`src/rtl/sprite_cmd_queue.sv`:
```
// sprite_cmd_queue: frame-synchronous command FIFO feeding the shared sprite
// command bus. Buffer-toggle commands (action == 4'hF) are held until vertical
// blanking, and at most one toggle is released per blanking interval.
// Optional feature macro: SPRITE_CMD_QUEUE_STATS_EN builds a saturating
// dropped-write counter; without it dropped_count is tied to zero.
module sprite_cmd_queue #(
  parameter int DEPTH    = 16,
  parameter int V_ACTIVE = 480
) (
  input  logic        clk,
  input  logic        reset,
  input  logic        chipselect,
  input  logic        write,
  input  logic [31:0] writedata,
  input  logic [9:0]  vcount,
  output logic [31:0] cmd_out,
  output logic [6:0]  level,
  output logic        overflow,
  output logic [15:0] dropped_count
);

  localparam int              AW         = $clog2(DEPTH);
  localparam logic [6:0]      DEPTH_L    = 7'(DEPTH);
  localparam logic [9:0]      V_ACTIVE_L = 10'(V_ACTIVE);

  typedef enum logic {RUN, HOLD} state_t;

  logic [31:0]   mem [DEPTH];
  logic [AW-1:0] wr_ptr;
  logic [AW-1:0] rd_ptr;
  logic [31:0]   head;
  logic          empty;
  logic          full;
  logic          is_toggle;
  logic          vblank;
  logic          release_ok;
  logic          swap_done;
  logic          offer;
  logic          push;
  logic          drop;
  logic          pop;
  state_t        state;
  state_t        state_next;

  assign head       = mem[rd_ptr];
  assign empty      = (level == 7'd0);
  assign full       = (level == DEPTH_L);
  assign is_toggle  = (head[20:17] == 4'hF);
  assign vblank     = (vcount >= V_ACTIVE_L);
  assign release_ok = vblank & ~swap_done;
  assign offer      = chipselect & write;
  // A full FIFO still accepts a word when a pop frees a slot in the same cycle.
  assign push       = offer & (~full | pop);
  assign drop       = offer & ~push;

  // State register.
  // NOTE: sequential state uses non-blocking (<=) so every register samples
  // pre-edge values; blocking here would create order-dependent races.
  always_ff @(posedge clk or negedge reset) begin
    if (!reset) state <= RUN;
    else        state <= state_next;
  end

  // Next-state logic: park in HOLD while a toggle waits for a fresh blanking interval.
  // NOTE: every always_comb output gets a default first so no path infers a latch.
  always_comb begin
    state_next = state;
    case (state)
      RUN:  if (!empty && is_toggle && !release_ok) state_next = HOLD;
      HOLD: if (release_ok)                         state_next = RUN;
      default: state_next = RUN;
    endcase
  end

  // Output logic: decide whether the head word is popped this cycle.
  always_comb begin
    pop = 1'b0;
    case (state)
      RUN:  pop = !empty && (!is_toggle || release_ok);
      HOLD: pop = release_ok;
      default: pop = 1'b0;
    endcase
  end

  // Storage array write port.
  // NOTE: the storage array is deliberately not reset; the pointers and level
  // define which entries are valid, so clearing the RAM would buy nothing.
  always_ff @(posedge clk) begin
    if (push) mem[wr_ptr] <= writedata;
  end

  // Pointers and occupancy; pointers wrap naturally since DEPTH is a power of two.
  always_ff @(posedge clk or negedge reset) begin
    if (!reset) begin
      wr_ptr <= '0;
      rd_ptr <= '0;
      level  <= 7'd0;
    end else begin
      if (push) wr_ptr <= wr_ptr + 1'b1;
      if (pop)  rd_ptr <= rd_ptr + 1'b1;
      case ({push, pop})
        2'b10:   level <= level + 7'd1;
        2'b01:   level <= level - 7'd1;
        default: level <= level;
      endcase
    end
  end

  // Registered command bus: popped word for one cycle, otherwise idle zero.
  always_ff @(posedge clk or negedge reset) begin
    if (!reset)   cmd_out <= 32'h0;
    else if (pop) cmd_out <= head;
    else          cmd_out <= 32'h0;
  end

  // One-toggle-per-blanking guard: armed by a toggle pop, cleared once blanking ends.
  always_ff @(posedge clk or negedge reset) begin
    if (!reset)               swap_done <= 1'b0;
    else if (!vblank)         swap_done <= 1'b0;
    else if (pop && is_toggle) swap_done <= 1'b1;
  end

  // Sticky overflow flag, cleared only by reset.
  always_ff @(posedge clk or negedge reset) begin
    if (!reset)    overflow <= 1'b0;
    else if (drop) overflow <= 1'b1;
  end

`ifdef SPRITE_CMD_QUEUE_STATS_EN
  // Saturating count of dropped host writes.
  always_ff @(posedge clk or negedge reset) begin
    if (!reset)                               dropped_count <= 16'h0;
    else if (drop && dropped_count != 16'hFFFF) dropped_count <= dropped_count + 16'h1;
  end
`else
  assign dropped_count = 16'h0;
`endif

endmodule

```
`config.mk`:
```
export PLATFORM = sky130hd
export DESIGN_NAME = sprite_cmd_queue
export DESIGN_NICKNAME = d
export VERILOG_FILES = /design/src/rtl/sprite_cmd_queue.sv
export SDC_FILE = /design/constraint.sdc
export NUM_CORES = 1
export LEC_CHECK = 0
export ABC_AREA = 1
export BUFFER_PORTS_ARGS = -buffer_cell sky130_fd_sc_hd__buf_2
export CAP_MARGIN = 15
export CORE_MARGIN = 10
export CORE_UTILIZATION = 55
export CTS_CLUSTER_DIAMETER = 60
export CTS_CLUSTER_SIZE = 10
export DETAILED_ROUTE_END_ITERATION = 8
export PLACE_DENSITY = 0.85
export RECOVER_POWER = 100
export SLEW_MARGIN = 0
export SYNTH_ARGS = -nofsm -noshare
export SYNTH_HDL_FRONTEND = slang
export SYNTH_SLANG_ARGS = --single-unit
```
`constraint.sdc`:
```
create_clock -name clk -period 4.17 [get_ports clk]
set_input_delay 0.417 -clock clk [delete_from_list [all_inputs] [get_ports clk]]
set_output_delay 0.417 -clock clk [all_outputs]
set_load 0.02 [all_outputs]
```
==> report_table.html <==
<table>
<tr><th>Metric</th><th>Value</th></tr>
<tr><th colspan="2">Cells and area</th></tr>
<tr><td>Post-layout instance area</td><td>0.0249 mm2</td></tr>
<tr><td>Area added between synthesis and finish</td><td>12.1%</td></tr>
<tr><td>Post-layout util</td><td>0.626</td></tr>
<tr><td>Post-route non-filler standard cell count</td><td>roughly 2300</td></tr>
<tr><td>Layout Nets</td><td>1826</td></tr>
<tr><td>Share of cells above drive strength 1</td><td>0.0768</td></tr>
<tr><th colspan="2">Floorplanning</th></tr>
<tr><td>Effective utilization at floorplan</td><td>0.558</td></tr>
<tr><td>Floorplan Core Area</td><td>0.0398 mm2</td></tr>
<tr><td>Die area</td><td>around 0.049 mm2</td></tr>
<tr><td>Y dimension of the die</td><td>~220 um</td></tr>
<tr><td>Top-level port count</td><td>between 100 and 150</td></tr>
<tr><td>Cell Rows</td><td>73</td></tr>
<tr><td>Chip Width</td><td>roughly 220 um</td></tr>
<tr><th colspan="2">Worst setup path</th></tr>
<tr><td>Most used cell along the critical path</td><td>clkbuf_4</td></tr>
<tr><td>Standard cell with the maximum stage delay on the critical path</td><td>clkbuf_4</td></tr>
<tr><td>Setup CP Type</td><td>reg -&gt; reg</td></tr>
<tr><td>CP Data Arrival Time</td><td>4340 ps</td></tr>
<tr><td>Critical path required time</td><td>4580 ps</td></tr>
<tr><td>Cell breakdown of the critical path</td><td>inv_6 &gt; clkbuf_4 &gt; clkbuf_4 &gt; a21oi_1 &gt; a221oi_1 &gt; a311oi_1 &gt; nor3_1</td></tr>
<tr><td>Critical Path Start Type</td><td>register</td></tr>
<tr><td>Crit path largest cell delay</td><td>860 ps</td></tr>
<tr><td>Critical Path End Type</td><td>register</td></tr>
<tr><td>Worst Path Max Fanout</td><td>85</td></tr>
<tr><th colspan="2">Route</th></tr>
<tr><td>Via count normalized by instance count</td><td>6.27</td></tr>
<tr><td>Average routed wire per standard cell</td><td>23.6 um</td></tr>
<tr><td>Number of nets still failing antenna checks after routing</td><td>0</td></tr>
<tr><td>Top layer reached by signal wires</td><td>met5</td></tr>
<tr><td>DRC marker count from the first detailed-route iteration</td><td>about 2300</td></tr>
<tr><td>Post-Route WL</td><td>55400 um</td></tr>
<tr><td>Met3 routed wirelength</td><td>slightly below 7000 um</td></tr>
<tr><td>Vias after detailed routing</td><td>14700</td></tr>
<tr><td>Residual DRC</td><td>0</td></tr>
<tr><td>Number of iterations in the first detailed-routing pass</td><td>6</td></tr>
<tr><td>DR WL met2</td><td>27200 um</td></tr>
<tr><td>Length of routed wiring on met1</td><td>between 15000 and 20000 um</td></tr>
<tr><th colspan="2">GRT</th></tr>
<tr><td>Global route total overflow</td><td>0</td></tr>
<tr><td>Overall global routing resource usage</td><td>0.219</td></tr>
<tr><td>Initial antenna violation count</td><td>3</td></tr>
<tr><td>First-pass GRT wire length</td><td>84400 um</td></tr>
<tr><td>Maximum number of pins on one net before global-route repair</td><td>~110</td></tr>
<tr><td>Number of global-route vias before repair</td><td>14600</td></tr>
<tr><th colspan="2">Timing</th></tr>
<tr><td>Max-Slew Margin vs Limit</td><td>-0.578</td></tr>
<tr><td>Final-report setup violation count</td><td>0</td></tr>
<tr><td>Max Clk Rate</td><td>254 MHz</td></tr>
<tr><td>Minimum clock period</td><td>3940 ps</td></tr>
<tr><td>Number of slew-limit violations in the final report</td><td>39</td></tr>
<tr><td>RSZ-0062 raised after global routing</td><td>no</td></tr>
<tr><td>Worst clock skew on the final layout</td><td>between 20 and 30 ps</td></tr>
<tr><td>Min setup slack post-route</td><td>232 ps</td></tr>
<tr><td>Slew @ Worst Pin</td><td>2370 ps</td></tr>
<tr><td>Final hold vios</td><td>0</td></tr>
<tr><td>Final Cycle Share</td><td>0.944</td></tr>
<tr><th colspan="2">Job</th></tr>
<tr><td>Max cap viols</td><td>1</td></tr>
<tr><th colspan="2">Yosys</th></tr>
<tr><td>Number of enable flip-flop cells after synthesis</td><td>roughly 500</td></tr>
<tr><td>Flops &amp; latches, synth</td><td>562</td></tr>
<tr><td>Proportion of netlist area held by the largest area contributor</td><td>0.692</td></tr>
<tr><td>Most common cell in the synthesized netlist</td><td>edfxtp_1</td></tr>
<tr><td>Share of flip-flops with an asynchronous set or reset after synthesis</td><td>0.0890</td></tr>
<tr><td>Total of warnings raised by yosys</td><td>0</td></tr>
<tr><td>Part of the Yosys area used for sequential elements</td><td>0.748</td></tr>
<tr><td>Yosys cell types</td><td>41</td></tr>
<tr><td>Largest cells by area after synthesis</td><td>edfxtp_1 69%, nand2_1 7.1%, dfrtp_1 5.6%, a21oi_1 4.0%, a221oi_1 2.2%</td></tr>
<tr><td>Summed instance area of the synthesized netlist</td><td>0.0222 mm2</td></tr>
<tr><td>Synth Area per Inst</td><td>approximately 13 um2</td></tr>
<tr><td>Area leader, netlist</td><td>edfxtp_1</td></tr>
<tr><td>Dominant synthesized flop cell</td><td>edfxtp_1</td></tr>
<tr><td>Leading post-synthesis cells by instance count</td><td>512 x edfxtp_1, 422 x nand2_1, 178 x a21oi_1</td></tr>
<tr><td>Synthesized instance count</td><td>roughly 1700</td></tr>
<tr><th colspan="2">Placement</th></tr>
<tr><td>Buffers added on ports</td><td>80</td></tr>
<tr><td>DP Area</td><td>~0.023 mm2</td></tr>
<tr><td>DP Wirelength</td><td>28400 um</td></tr>
<tr><td>Worst setup slack before clock tree synthesis</td><td>602 ps</td></tr>
<tr><td>RePlAce Congestion</td><td>0.829</td></tr>
<tr><td>Total placed cells including tap cells</td><td>2226</td></tr>
<tr><th colspan="2">CTS</th></tr>
<tr><td>Max H-tree Level</td><td>3</td></tr>
<tr><td>Deepest clock path buffer count</td><td>3</td></tr>
<tr><td>Clock buffers created by TritonCTS</td><td>66</td></tr>
<tr><td>Number of cells upsized or downsized after cts</td><td>0</td></tr>
<tr><td>Clock tree from TritonCTS</td><td>yes</td></tr>
<tr><td>Clk Tree Root Cell</td><td>clkbuf_16</td></tr>
<tr><td>Insertion delay to the later sink of the worst-skew pair</td><td>~580 ps</td></tr>
<tr><td>Total clock sinks</td><td>562</td></tr>
<tr><td>Clock-pin slew of the registers on the worst-case setup and hold paths</td><td>roughly 60 ps</td></tr>
<tr><td>Post-CTS Hold Buffers</td><td>0</td></tr>
<tr><td>Post-CTS setup buffer count</td><td>0</td></tr>
<tr><th colspan="2">Min path</th></tr>
<tr><td>Type of the tightest min-delay check</td><td>in -&gt; reg</td></tr>
<tr><th colspan="2">Power and ir drop</th></tr>
<tr><td>Maximum vdd drop</td><td>between 500 and 600 uV</td></tr>
<tr><td>Static leakage</td><td>8.62 nW</td></tr>
<tr><td>Pwr per Cell Area</td><td>between 700 and 800 mW/mm2</td></tr>
<tr><td>Total power after layout</td><td>0.0180 W</td></tr>
<tr><th colspan="2">Outcome</th></tr>
<tr><td>Outcome</td><td>finished with violations</td></tr>
<tr><td>Violated checks</td><td>capacitance limit, slew limit</td></tr>
</table>
==> worst max-delay path: cells and delay by family, from the launching register on <==
family	cells	cell delay, ps
buf+inv	3	1950
compound gates	3	680
flops	1	600
simple gates	1	460
==> path summary, 6_finish.rpt <==
| kind | start | end | slack (ps) | depth (start not counted) |
|---|---|---|---|---|
| max | rd_ptr[0] | cmd_out[10] | 230 | 7 |
| min | vcount[9] | swap_done | 190 | 3 |
| max reg2reg | rd_ptr[0] | cmd_out[10] | 230 | 7 |
| min reg2reg | state | state | 510 | 2 |
| max in group asynchronous | reset | cmd_out[4] | 1670 | 2 |
| min in group asynchronous | reset | cmd_out[17] | 540 | 1 |
==> metal layers <==
metal / vias to the layer above / track usage
met4: 4 / 0.0867
met3: 151 / 0.0510
met5: - / 0
met1: 7114 / 0.277
li1: 6336 / -
met2: 1114 / 0.359
==> stage by stage <==
stage	setup TNS, ps	hold slack (ps)
2_1_floorplan	-63080	121
3_3_place_gp	0	474
3_5_place_dp	0	493
4_1_cts	0	20.6
5_1_grt	0	211
6_report	0	193
==> cell families after synthesis <==
kind of cell | count (synthesis) | synth area share
adder cells (fa/ha/maj) | 11 | 0.00653
AO/OA/AOI/OAI | 341 | 0.0988
other | 1 | 0.000169
flip-flops | 562 | 0.748
XOR/XNOR | 9 | 0.00355
AND/OR/NAND/NOR | 593 | 0.109
buffers and inverters | 163 | 0.0333
==> state kept, by name, indices dropped and copies added, names as in the netlist <==
signal,cells
overflow,1
wr_ptr,4
swap_done,1
rd_ptr,4
state,1
cmd_out,32
mem,512
level,7
==> cells in the final DEF, fill, tap and decap left out, types with 15 or more instances in the layout <==
cell type | netlist | routed
nor2_1 | 59 | 59
a221oi_1 | 56 | 56
a21oi_1 | 178 | 179
nand2_1 | 422 | 424
inv_1 | 35 | 34
conb_1 | 1 | 16
buf_4 | 18 | 15
dfrtp_1 | 50 | 47
nor3_1 | 42 | 41
o21ai_0 | 37 | 38
edfxtp_1 | 512 | 512
clkbuf_1 | 57 | 133
a311oi_1 | 26 | 26
a32o_1 | 30 | 30
clkbuf_16 | 0 | 69
nand3_1 | 53 | 54
==> layout make-up <==
class	count	area, um2
sequential	562	16600
fill	2778	14900
multi-input combinational	970	4890
clock buffer	115	1900
tap	525	657
timing repair buffer	130	602
inverter	39	159
clock inverter	6	71.3
antenna	2	5.00
==> report_power, final <==
part / switching (W) / total [W] / internal [W]
logic: 0.00417 / 0.00582 / 0.00165
clock network: 0.00214 / 0.00523 / 0.00310
registers: 0.000261 / 0.00694 / 0.00668
total: 0.00657 / 0.0180 / 0.0114
(Power assumes the default switching activity.)
